$ cat config.mk
export PLATFORM = sky130hd
export DESIGN_NAME = reg_port_ctrl_flat
export DESIGN_NICKNAME = d
export VERILOG_FILES = /design/src/rtl/reg_port_pkg.sv /design/src/rtl/reg_port_if.sv /design/src/rtl/reg_port_rr_arb.sv /design/src/rtl/reg_port_ctrl.sv /design/src/flat_wrapper.sv
export SDC_FILE = /design/constraint.sdc
export NUM_CORES = 1
export LEC_CHECK = 0
export ABC_AREA = 1
export CAP_MARGIN = 20
export CORE_MARGIN = 10
export CORE_UTILIZATION = 39
export CTS_CLUSTER_SIZE = 20
export DETAILED_ROUTE_END_ITERATION = 16
export GPL_TIMING_DRIVEN = 0
export PLACE_DENSITY = 0.78
export RECOVER_POWER = 50
export SKIP_CTS_REPAIR_TIMING = 1
export SLEW_MARGIN = 20
export SYNTH_ARGS = -nofsm -noshare
export SYNTH_HDL_FRONTEND = slang
export SYNTH_SLANG_ARGS = --single-unit
$ cat constraint.sdc
create_clock -name clk -period 3.38 [get_ports clk]
set_clock_uncertainty 0.2 [all_clocks]
set_input_delay 0.338 -clock clk [delete_from_list [all_inputs] [get_ports clk]]
set_output_delay 0.338 -clock clk [all_outputs]
set_load 0.005 [all_outputs]
$ cat src/rtl/reg_port_pkg.sv
// Shared types and constants for the register-file port controller.
package reg_port_pkg;

  localparam int ADDR_W = 6;
  localparam int DATA_W = 32;

  // Register-file reg_write encodings.
  localparam logic [1:0] RW_NONE = 2'b00;
  localparam logic [1:0] RW_RS   = 2'b01;
  localparam logic [1:0] RW_RT   = 2'b10;

  // One pending writeback at the default widths.
  typedef struct packed {
    logic              valid;
    logic [ADDR_W-1:0] addr;
    logic [DATA_W-1:0] data;
  } hold_t;

endpackage

$ cat src/rtl/reg_port_if.sv
// Bundle of writeback, decode-read and register-file signals around reg_port_ctrl.
interface reg_port_if #(
  parameter int ADDR_W = 6,
  parameter int DATA_W = 32
);

  // Handshake: a writeback transfers at a rising edge where valid & ready are
  // both high; ready may depend combinationally on valid/addr of the same
  // cycle, valid must not depend on ready. rd_ready grants the read in the
  // current cycle with rd_data1/rd_data2 valid in that same cycle.
  logic              wb0_valid;
  logic              wb0_ready;
  logic [ADDR_W-1:0] wb0_addr;
  logic [DATA_W-1:0] wb0_data;
  logic              wb1_valid;
  logic              wb1_ready;
  logic [ADDR_W-1:0] wb1_addr;
  logic [DATA_W-1:0] wb1_data;

  logic              rd_valid;
  logic              rd_ready;
  logic [ADDR_W-1:0] rd_rs;
  logic [ADDR_W-1:0] rd_rt;
  logic [DATA_W-1:0] rd_data1;
  logic [DATA_W-1:0] rd_data2;

  logic [ADDR_W-1:0] rf_rs;
  logic [ADDR_W-1:0] rf_rt;
  logic [1:0]        rf_reg_write;
  logic [DATA_W-1:0] rf_write_data;
  logic [DATA_W-1:0] reg_val1;
  logic [DATA_W-1:0] reg_val2;

  modport master (
    output wb0_valid, wb0_addr, wb0_data,
    output wb1_valid, wb1_addr, wb1_data,
    output rd_valid, rd_rs, rd_rt,
    output reg_val1, reg_val2,
    input  wb0_ready, wb1_ready, rd_ready, rd_data1, rd_data2,
    input  rf_rs, rf_rt, rf_reg_write, rf_write_data
  );

  modport slave (
    input  wb0_valid, wb0_addr, wb0_data,
    input  wb1_valid, wb1_addr, wb1_data,
    input  rd_valid, rd_rs, rd_rt,
    input  reg_val1, reg_val2,
    output wb0_ready, wb1_ready, rd_ready, rd_data1, rd_data2,
    output rf_rs, rf_rt, rf_reg_write, rf_write_data
  );

endinterface

$ cat src/rtl/reg_port_rr_arb.sv
// Two-way round-robin arbiter; on contention the port not granted last wins.
module reg_port_rr_arb (
  input  logic       clk,
  input  logic       rst,
  input  logic [1:0] req,
  input  logic       enable,
  output logic [1:0] grant,
  output logic       last_grant
);

  always_comb begin
    grant = 2'b00;
    if (enable) begin
      case (req)
        2'b01:   grant = 2'b01;
        2'b10:   grant = 2'b10;
        2'b11:   grant = last_grant ? 2'b01 : 2'b10;
        default: grant = 2'b00;
      endcase
    end
  end

  // Reset value 1 means port 0 wins the first contention.
  always_ff @(posedge clk or posedge rst) begin
    if (rst)
      last_grant <= 1'b1;
    else if (|grant)
      last_grant <= grant[1];
  end

endmodule

$ cat src/rtl/reg_port_ctrl.sv
// Shares the register file's single write path (stolen rs port) between two
// writeback ports and the decode read. REG_PORT_STARVE_GUARD_EN enables the read starve guard.
module reg_port_ctrl #(
  parameter int ADDR_W       = reg_port_pkg::ADDR_W,
  parameter int DATA_W       = reg_port_pkg::DATA_W,
  parameter int STARVE_LIMIT = 2
) (
  input logic       clk,
  input logic       rst,
  reg_port_if.slave bus
);

  import reg_port_pkg::*;

  typedef struct packed {
    logic              valid;
    logic [ADDR_W-1:0] addr;
    logic [DATA_W-1:0] data;
  } entry_t;

  entry_t            hold0;
  entry_t            hold1;
  entry_t            iss;
  logic [1:0]        grant;
  logic              last_grant;
  logic              issue;
  logic              guard;
  logic              hz;
  logic              clash0;
  logic              clash1;
  logic              ready0;
  logic              ready1;
  logic              acc0;
  logic              acc1;

  function automatic logic hit(input entry_t e, input logic [ADDR_W-1:0] a);
    return e.valid && (a != '0) && (e.addr == a);
  endfunction

  assign hz = hit(hold0, bus.rd_rs) | hit(hold0, bus.rd_rt) |
              hit(hold1, bus.rd_rs) | hit(hold1, bus.rd_rt);

  reg_port_rr_arb u_arb (
    .clk        (clk),
    .rst        (rst),
    .req        ({hold1.valid, hold0.valid}),
    .enable     (!guard),
    .grant      (grant),
    .last_grant (last_grant)
  );

  assign issue = |grant;
  assign iss   = grant[1] ? hold1 : hold0;

  // A port may not accept a register the other side still owes the file,
  // otherwise two writes to one register could land out of order.
  assign clash0 = hold1.valid && (bus.wb0_addr != '0) && (bus.wb0_addr == hold1.addr);
  assign ready0 = !rst && (!hold0.valid || grant[0]) && !clash0;
  assign acc0   = bus.wb0_valid && ready0;

  assign clash1 = (bus.wb1_addr != '0) &&
                  ((hold0.valid && (bus.wb1_addr == hold0.addr)) ||
                   (acc0 && (bus.wb1_addr == bus.wb0_addr)));
  assign ready1 = !rst && (!hold1.valid || grant[1]) && !clash1;
  assign acc1   = bus.wb1_valid && ready1;

  assign bus.wb0_ready = ready0;
  assign bus.wb1_ready = ready1;
  assign bus.rd_ready  = !rst && bus.rd_valid && !hz && !issue;
  assign bus.rd_data1  = bus.reg_val1;
  assign bus.rd_data2  = bus.reg_val2;

  // Writes to r0 are swallowed: accepted but never held.
  always_ff @(posedge clk or posedge rst) begin
    if (rst) begin
      hold0 <= '0;
      hold1 <= '0;
    end else begin
      if (acc0 && (bus.wb0_addr != '0))
        hold0 <= '{1'b1, bus.wb0_addr, bus.wb0_data};
      else if (grant[0])
        hold0.valid <= 1'b0;

      if (acc1 && (bus.wb1_addr != '0))
        hold1 <= '{1'b1, bus.wb1_addr, bus.wb1_data};
      else if (grant[1])
        hold1.valid <= 1'b0;
    end
  end

`ifdef REG_PORT_STARVE_GUARD_EN
  localparam int SC_W = $clog2(STARVE_LIMIT + 1);
  logic [SC_W-1:0] sc;

  // sc counts writes that pushed back a hazard-free waiting read; it never
  // passes STARVE_LIMIT because the guard blocks the write that would.
  assign guard = bus.rd_valid && !hz && (sc == SC_W'(STARVE_LIMIT));

  always_ff @(posedge clk or posedge rst) begin
    if (rst)
      sc <= '0;
    else if (!bus.rd_valid || bus.rd_ready)
      sc <= '0;
    else if (!hz && issue)
      sc <= sc + 1'b1;
  end
`else
  // Writes always win; the limit has no effect in this build.
  assign guard = 1'b0 && (STARVE_LIMIT > 0);
`endif

  always_comb begin
    bus.rf_rs         = bus.rd_rs;
    bus.rf_rt         = bus.rd_rt;
    bus.rf_reg_write  = RW_NONE;
    bus.rf_write_data = '0;
    if (rst) begin
      bus.rf_rs = '0;
      bus.rf_rt = '0;
    end else if (issue) begin
      bus.rf_rs         = iss.addr;
      bus.rf_reg_write  = RW_RS;
      bus.rf_write_data = iss.data;
    end
  end

endmodule
$ cat src/flat_wrapper.sv
// flat-port wrapper written by rule: the top's interface ports become plain ports
module reg_port_ctrl_flat import reg_port_pkg::*;
#(
  parameter int ADDR_W       = reg_port_pkg::ADDR_W,
  parameter int DATA_W       = reg_port_pkg::DATA_W,
  parameter int STARVE_LIMIT = 2
)
  (clk, rst, bus_wb0_valid, bus_wb0_addr, bus_wb0_data, bus_wb1_valid, bus_wb1_addr, bus_wb1_data, bus_rd_valid, bus_rd_rs, bus_rd_rt, bus_reg_val1, bus_reg_val2, bus_wb0_ready, bus_wb1_ready, bus_rd_ready, bus_rd_data1, bus_rd_data2, bus_rf_rs, bus_rf_rt, bus_rf_reg_write, bus_rf_write_data);
  reg_port_if #(.ADDR_W(ADDR_W), .DATA_W(DATA_W)) bus_i ();
  input logic clk;
  input logic rst;
  input wire logic [$bits(bus_i.wb0_valid)-1:0] bus_wb0_valid;
  input wire logic [$bits(bus_i.wb0_addr)-1:0] bus_wb0_addr;
  input wire logic [$bits(bus_i.wb0_data)-1:0] bus_wb0_data;
  input wire logic [$bits(bus_i.wb1_valid)-1:0] bus_wb1_valid;
  input wire logic [$bits(bus_i.wb1_addr)-1:0] bus_wb1_addr;
  input wire logic [$bits(bus_i.wb1_data)-1:0] bus_wb1_data;
  input wire logic [$bits(bus_i.rd_valid)-1:0] bus_rd_valid;
  input wire logic [$bits(bus_i.rd_rs)-1:0] bus_rd_rs;
  input wire logic [$bits(bus_i.rd_rt)-1:0] bus_rd_rt;
  input wire logic [$bits(bus_i.reg_val1)-1:0] bus_reg_val1;
  input wire logic [$bits(bus_i.reg_val2)-1:0] bus_reg_val2;
  output wire logic [$bits(bus_i.wb0_ready)-1:0] bus_wb0_ready;
  output wire logic [$bits(bus_i.wb1_ready)-1:0] bus_wb1_ready;
  output wire logic [$bits(bus_i.rd_ready)-1:0] bus_rd_ready;
  output wire logic [$bits(bus_i.rd_data1)-1:0] bus_rd_data1;
  output wire logic [$bits(bus_i.rd_data2)-1:0] bus_rd_data2;
  output wire logic [$bits(bus_i.rf_rs)-1:0] bus_rf_rs;
  output wire logic [$bits(bus_i.rf_rt)-1:0] bus_rf_rt;
  output wire logic [$bits(bus_i.rf_reg_write)-1:0] bus_rf_reg_write;
  output wire logic [$bits(bus_i.rf_write_data)-1:0] bus_rf_write_data;
  assign bus_i.wb0_valid = bus_wb0_valid;
  assign bus_i.wb0_addr = bus_wb0_addr;
  assign bus_i.wb0_data = bus_wb0_data;
  assign bus_i.wb1_valid = bus_wb1_valid;
  assign bus_i.wb1_addr = bus_wb1_addr;
  assign bus_i.wb1_data = bus_wb1_data;
  assign bus_i.rd_valid = bus_rd_valid;
  assign bus_i.rd_rs = bus_rd_rs;
  assign bus_i.rd_rt = bus_rd_rt;
  assign bus_i.reg_val1 = bus_reg_val1;
  assign bus_i.reg_val2 = bus_reg_val2;
  assign bus_wb0_ready = bus_i.wb0_ready;
  assign bus_wb1_ready = bus_i.wb1_ready;
  assign bus_rd_ready = bus_i.rd_ready;
  assign bus_rd_data1 = bus_i.rd_data1;
  assign bus_rd_data2 = bus_i.rd_data2;
  assign bus_rf_rs = bus_i.rf_rs;
  assign bus_rf_rt = bus_i.rf_rt;
  assign bus_rf_reg_write = bus_i.rf_reg_write;
  assign bus_rf_write_data = bus_i.rf_write_data;
  reg_port_ctrl #(.ADDR_W(ADDR_W), .DATA_W(DATA_W), .STARVE_LIMIT(STARVE_LIMIT)) u_core (.clk(clk), .rst(rst), .bus(bus_i));
endmodule
## After elaboration in Yosys (flattened, before gate mapping)

Cells that the tools add are included.

| operators by class | value |
|---|---|
| bitwise logic cells | 3 |
| muxes and demuxes | 14 |
| equality and inequality tests | 10 |
| reduce and logical (&&, ||, !) cells | 41 |

Operator list:

| operator | number |
|---|---|
| $mux W32 | 2 |
| $eq A6 B6 Y1 | 7 |
| $mux W38 | 1 |
| $logic_and A1 B1 Y1 | 24 |
| $reduce_bool A6 Y1 | 4 |
| $mux W6 | 3 |
| $logic_not A1 Y1 | 7 |
| $pmux W2 S3 | 1 |
| $mux W1 | 5 |
| $eq A2 B2 Y1 const B | 2 |
| $mux W2 | 2 |
| $reduce_bool A2 Y1 | 2 |
| $logic_or A1 B1 Y1 | 3 |
| $or A1 B1 Y1 | 3 |
| $eq A2 B1 Y1 const B | 1 |
| $reduce_or A2 Y1 | 1 |

| storage, ports and cells | value |
|---|---|
| output and inout bits | 113 |
| bits of input ports | 157 |
| logic and storage cells | 75 |
| register bits after elaboration | 79 |

## Longest topological paths before layout

| logic depth | value |
|---|---|
| depth after elaboration | 14 |
| depth in mapped cells | 15 |
| gate-level depth less buffers | 13 |

## Cells and area by module

A second synthesis with hierarchy kept.

| unflattened totals | value |
|---|---|
| cell total of the unflattened synthesis | 751 |
| area total of the unflattened synthesis | 5192.5 µm² |

Modules (own cells, without submodules):

| module | sequential area each (µm²) | area each (µm²) | times used | cells each |
|---|---|---|---|---|
| reg_port_ctrl | 1951.9 | 5123.7 | 1 | 739 |
| reg_port_rr_arb | 26.3 | 68.8 | 1 | 12 |

## Worst setup path after synthesis

Ideal clock, no wire load.

| timing | value |
|---|---|
| path kind | input to register |
| start point | input port rst |
| end point | register u_core.hold1[10] in the netlist's numbering |
| arrival time | 2884 ps |
| stages on the path | 7 |
| path buffers | 2 |
| slack | 230 ps |
| library setup time | 66 ps |
| data required time | 3114 ps |
| path through | inv_1 > nand2_1 > inv_1 > buf_2 > buf_2 > nand4_1 > nand2_1 |

| on the way | value |
|---|---|
| word-level cells in the longest chain between the ends | 11 |
| elaborated cells between the ends (all ways) | 12 |
| classes of those cells | reduce/logical (12) |

Ends and longest elaborated chain:

| what | RTL line | RTL |
|---|---|---|
| from (decl) | flat_wrapper.sv:11 | `input logic rst;` |
| $logic_not A1 Y1 (*) | reg_port_ctrl.sv:58, reg_port_ctrl.sv:64 |  |
| $logic_and A1 B1 Y1 (2 in series) | reg_port_ctrl.sv:58 | `assign ready0 = !rst && (!hold0.valid \|\| grant[0]) && !clash0;` |
| $logic_and A1 B1 Y1 | reg_port_ctrl.sv:59 | `assign acc0 = bus.wb0_valid && ready0;` |
| $logic_and A1 B1 Y1 | reg_port_ctrl.sv:63 | `(acc0 && (bus.wb1_addr == bus.wb0_addr)));` |
| $logic_or A1 B1 Y1 | reg_port_ctrl.sv:62 | `((hold0.valid && (bus.wb1_addr == hold0.addr)) \|\|` |
| $logic_and A1 B1 Y1 | reg_port_ctrl.sv:61 | `assign clash1 = (bus.wb1_addr != '0) &&` |
| $logic_not A1 Y1 | reg_port_ctrl.sv:64 | `assign ready1 = !rst && (!hold1.valid \|\| grant[1]) && !clash1;` |
| $logic_and A1 B1 Y1 (*) | reg_port_ctrl.sv:64 |  |
| $logic_and A1 B1 Y1 (*) | reg_port_ctrl.sv:65 | `assign acc1 = bus.wb1_valid && ready1;` |
| $logic_and A1 B1 Y1 (*) | reg_port_ctrl.sv:84 | `if (acc1 && (bus.wb1_addr != '0))` |
| to (signal assigned) | reg_port_ctrl.sv:85 | `hold1 <= '{1'b1, bus.wb1_addr, bus.wb1_data};` |
| to (decl) | reg_port_ctrl.sv:22 | `entry_t hold1;` |

Every way passes the cells marked *; elsewhere a longest branch is shown, timed or not.
A chain may end at the register's enable or synchronous reset.

## Worst setup path in the final report

| timing | value |
|---|---|
| start point | register u_core.u_arb.last_grant |
| end point | output port bus_rf_write_data[25] |

| on the way | value |
|---|---|
| word-level cells in the longest chain between the ends | 5 |
| elaborated cells between the ends (all ways) | 6 |
| classes of those cells | mux (5); reduce/logical (1) |

Ends and longest elaborated chain:

| what | RTL line | RTL |
|---|---|---|
| from (decl) | reg_port_rr_arb.sv:8 | `output logic last_grant` |
| from (signal assigned) | reg_port_rr_arb.sv:28 | `last_grant <= grant[1];` |
| $mux W2 (*) | reg_port_rr_arb.sv:17 | `2'b11: grant = last_grant ? 2'b01 : 2'b10;` |
| $pmux W2 S3 (*) | reg_port_rr_arb.sv:14 | `case (req)` |
| $mux W38 or $reduce_or A2 Y1 (tied branches) | reg_port_ctrl.sv:53, reg_port_ctrl.sv:52 |  |
| $mux W32 (*) | reg_port_ctrl.sv:120 | `end else if (issue) begin` |
| $mux W32 (*) | reg_port_ctrl.sv:117 | `if (rst) begin` |
| to (decl) | flat_wrapper.sv:31 | `output wire logic [$bits(bus_i.rf_write_data)-1:0] bus_rf_write_data;` |

Marks and branches as above.

==> impl_metrics.tcl <==
set metrics [dict create \
    max_slew_margin_pct 54.90 \
    postSynthRegisterBits 79 \
    worst-setup-path-type "reg -> out" \
    final_number_of_hold_violating_endpoints 0 \
    worst_pin_slew_ns 0.6765 \
    layout.nets 1019 \
    reg2reg_slack_ns 1.24 \
    synthesis.nets 803 \
    vias_in_the_first_global_route 4976 \
    synthMostInstantiatedCell "nand2_1" \
    postSynth.topFlopCell "dfrtp_1" \
    classification_of_the_worst_slack_hold_path "reg -> reg" \
    design.core.area_um2 12010 \
    finalWirelength_um 16860 \
    cp-end-kind "primary output" \
    grt_antenna_before_repair 0 \
    setup_viol 0 \
    ys_top_cells_by_count "nand2_1 (260), dfrtp_1 (78), buf_4 (69)" \
    portBuffers 204 \
    ios 270 \
    rr_startpoint "u_core.hold0[38]$_DFFE_PP0P_" \
    syn-mean-instance-area_um2 7.385 \
    critPathMaxStageDelay_ns 0.54 \
    post_synth_num_cell_types 33 \
    static-leakage-power_uw 0.003481 \
    place_hpwl_um 13210 \
    ys_async_sr_fraction_pct 100.0 \
    root_buffer "clkbuf_16" \
    final_layout_size_suffix_gt1_share_pct 14.07 \
    required_arrival_time_at_the_worst_endpoint_ns 2.84 \
    cp_data_arrival_time_ns 2.65 \
    route.detailed.drc 0 \
    count_of_nets_left_with_antenna_violations_after_detail_routing 0 \
    max_freq_ghz 0.3141 \
    routed_wire_length_per_instance_um 16.62 \
    die_area_um2 17060 \
    crit_path_start "u_core.u_arb.last_grant$_DFFE_PP1N_" \
    post-layout-total-power_uw 4330 \
    vias_per_cell 4.776 \
    timing.rr.end "u_core.hold1[14]$_DFFE_PP0P_" \
    rsz0062_at_grt "false" \
    power-per-cell-area_nw_per_um2 590.4 \
    cp_slowest_cell "dfstp_2" \
    grt_overflow_total 0 \
    first_pass_grt_wire_length_um 25260 \
    status "completed" \
    num_antenna_cells 0 \
    cap_violations 0 \
    clkTransAtPathRegs_ns 0.06 \
    place.gp.congestion 0.8617 \
    fin_crit_ns 3.184 \
    critPathCapture "bus_rf_write_data[25]" \
    insertion_delay_ns 0.34 \
    peakVddDrop_mv 0.3248 \
    cts_tree "built" \
    cts_num_sinks 79 \
    global_route.usage.total_pct 18.86 \
    detailedRoute.firstIterationViolations 268 \
    synth_cells 646 \
    synth_top_area_cell "dfrtp_1" \
    syn-cell-area_um2 4771 \
    dr_total_vias 4843 \
    synth_enable_flop_cells 0 \
    die_h_um 130.6 \
    element_type_at_the_critical_path_start "flip-flop" \
    grt_start_max_net_pins 52 \
    synth.yosys.warnings 0 \
    timing.final.max_slew_violations 0 \
    rows 40 \
    numCtsBuffers 9 \
    final.setup.tns_ns 0 \
    crit_path_max_fanout 10 \
    flow.area_growth_from_synthesis_pct 53.71 \
    die_width_um 130.6 \
    timing.critical_path.cells "a21oi_2 -> nor2_1 -> buf_2 -> buf_1 -> nand2_1 -> a21oi_1 -> clkdlybuf4s50_1" \
    post-route-period-util_pct 94.19 \
    worstRegToRegCells 9 \
    start_util_pct 39.72 \
    drt-pass1-iter-count 4 \
    clock_tree.buffer_depth 2 \
    top_post_synthesis_cells_by_area "dfrtp_1 (41%), nand2_1 (20%), buf_4 (11%), nand4_1 (5.1%), o21ai_0 (3.9%)" \
    ys_seq_area_share_pct 41.46 \
    htree_num_levels 3 \
    synth.top_cell.area_share_pct 40.91 \
]
[cell usage in the layout (no fill, tap or decap), types with 2 or more instances in the layout]
cell / Yosys / final
a21oi_1: 35 / 35
a31oi_1: 6 / 6
buf_1: 4 / 4
buf_12: 1 / 2
buf_2: 9 / 9
buf_4: 69 / 69
buf_6: 4 / 4
clkbuf_1: 17 / 19
clkbuf_16: 0 / 9
clkbuf_8: 0 / 3
clkdlybuf4s50_1: 0 / 147
dfrtp_1: 78 / 78
dlygate4sd3_1: 0 / 57
inv_1: 31 / 30
nand2_1: 260 / 260
nand2_2: 11 / 11
nand3_2: 2 / 2
nand4_1: 39 / 39
nor2_1: 18 / 17
nor2_8: 2 / 2
nor3_1: 2 / 2
o21ai_0: 37 / 37
o21ai_1: 4 / 4
o22ai_1: 2 / 2
xor2_1: 3 / 3
[per-layer routing]
metal | routed length [µm] | global-route usage (%) | up-vias
met5 | 0 | 0 | -
met4 | 129 | 5.036 | 0
met3 | 1646 | 7.010 | 8
met2 | 8629 | 33.51 | 164
met1 | 6451 | 20.67 | 2233
li1 | - | - | 2438
[how the worst min path moves through the flow]
stage / from / endpoint / slack [ns] / cells after the start
final: u_core.hold1[18]$_DFFE_PP0P_ / u_core.hold1[18]$_DFFE_PP0P_ / 0.27 / 2
after floorplan: u_core.hold1[0]$_DFFE_PP0P_ / u_core.hold1[0]$_DFFE_PP0P_ / 0.24 / 2
after detailed placement: u_core.hold1[11]$_DFFE_PP0P_ / u_core.hold1[11]$_DFFE_PP0P_ / 0.26 / 2
after CTS: u_core.hold1[11]$_DFFE_PP0P_ / u_core.hold1[11]$_DFFE_PP0P_ / 0.27 / 2
after global routing: u_core.hold1[16]$_DFFE_PP0P_ / u_core.hold1[16]$_DFFE_PP0P_ / 0.28 / 2
after global placement: u_core.hold1[18]$_DFFE_PP0P_ / u_core.hold1[18]$_DFFE_PP0P_ / 0.25 / 2
[power by group]
group,switching [µW],internal (µW)
Clock,382,634
Sequential,218,1310
Combinational,933,851
[flip-flops by register name, summed over array words and instances, names as in the netlist]
register                 cells
u_core.u_arb.last_grant      1
u_core.hold0                39
u_core.hold1                39
[cells by family (layout without fill, tap and decap cells)]
group | count (synthesis) | in the layout | synth area share, %
and+or+nand+nor | 340 | 340 | 31.05
other | 1 | 1 | 0.07860
buffers and inverters | 136 | 357 | 17.34
AOI/OAI and AO/OA | 87 | 87 | 9.520
xor gates and xnor gates | 3 | 3 | 0.5508
DFF | 79 | 79 | 41.46
[critical path: cells and delay by family (launching register included)]
| kind | cells | cell delay [ns] |
|---|---|---|
| AOI/OAI and AO/OA | 2 | 0.27 |
| buffers and inverters | 3 | 1.26 |
| DFF | 1 | 0.54 |
| and+or+nand+nor | 2 | 0.24 |
[stage by stage]
step	utilization [%]	setup WS [ns]	cell area [µm²]	hold slack [ns]	instances
finish	61.05	0.1963	7333	0.2683	1014
detailed placement	58.44	0.3514	7019	0.2585	998
global placement	58.25	-1.492	6997	0.2538	997
CTS	61.03	0.06855	7331	0.2728	1014
global route	61.05	0.01769	7333	0.2822	1014
floorplan	-	0.2302	4771	0.2422	646
[final cells by class]
cell class | count | area [µm²]
repair buffers | 205 | 2062
fillers | 1091 | 4678
well taps | 147 | 183.9
multi-input cells | 431 | 1968
clock inverters | 2 | 37.54
inverters | 32 | 122.6
plain buffers | 104 | 706.9
flip-flops and latches | 79 | 1978
clock buffers | 14 | 274.0
Power figures use the tool's default switching activity.
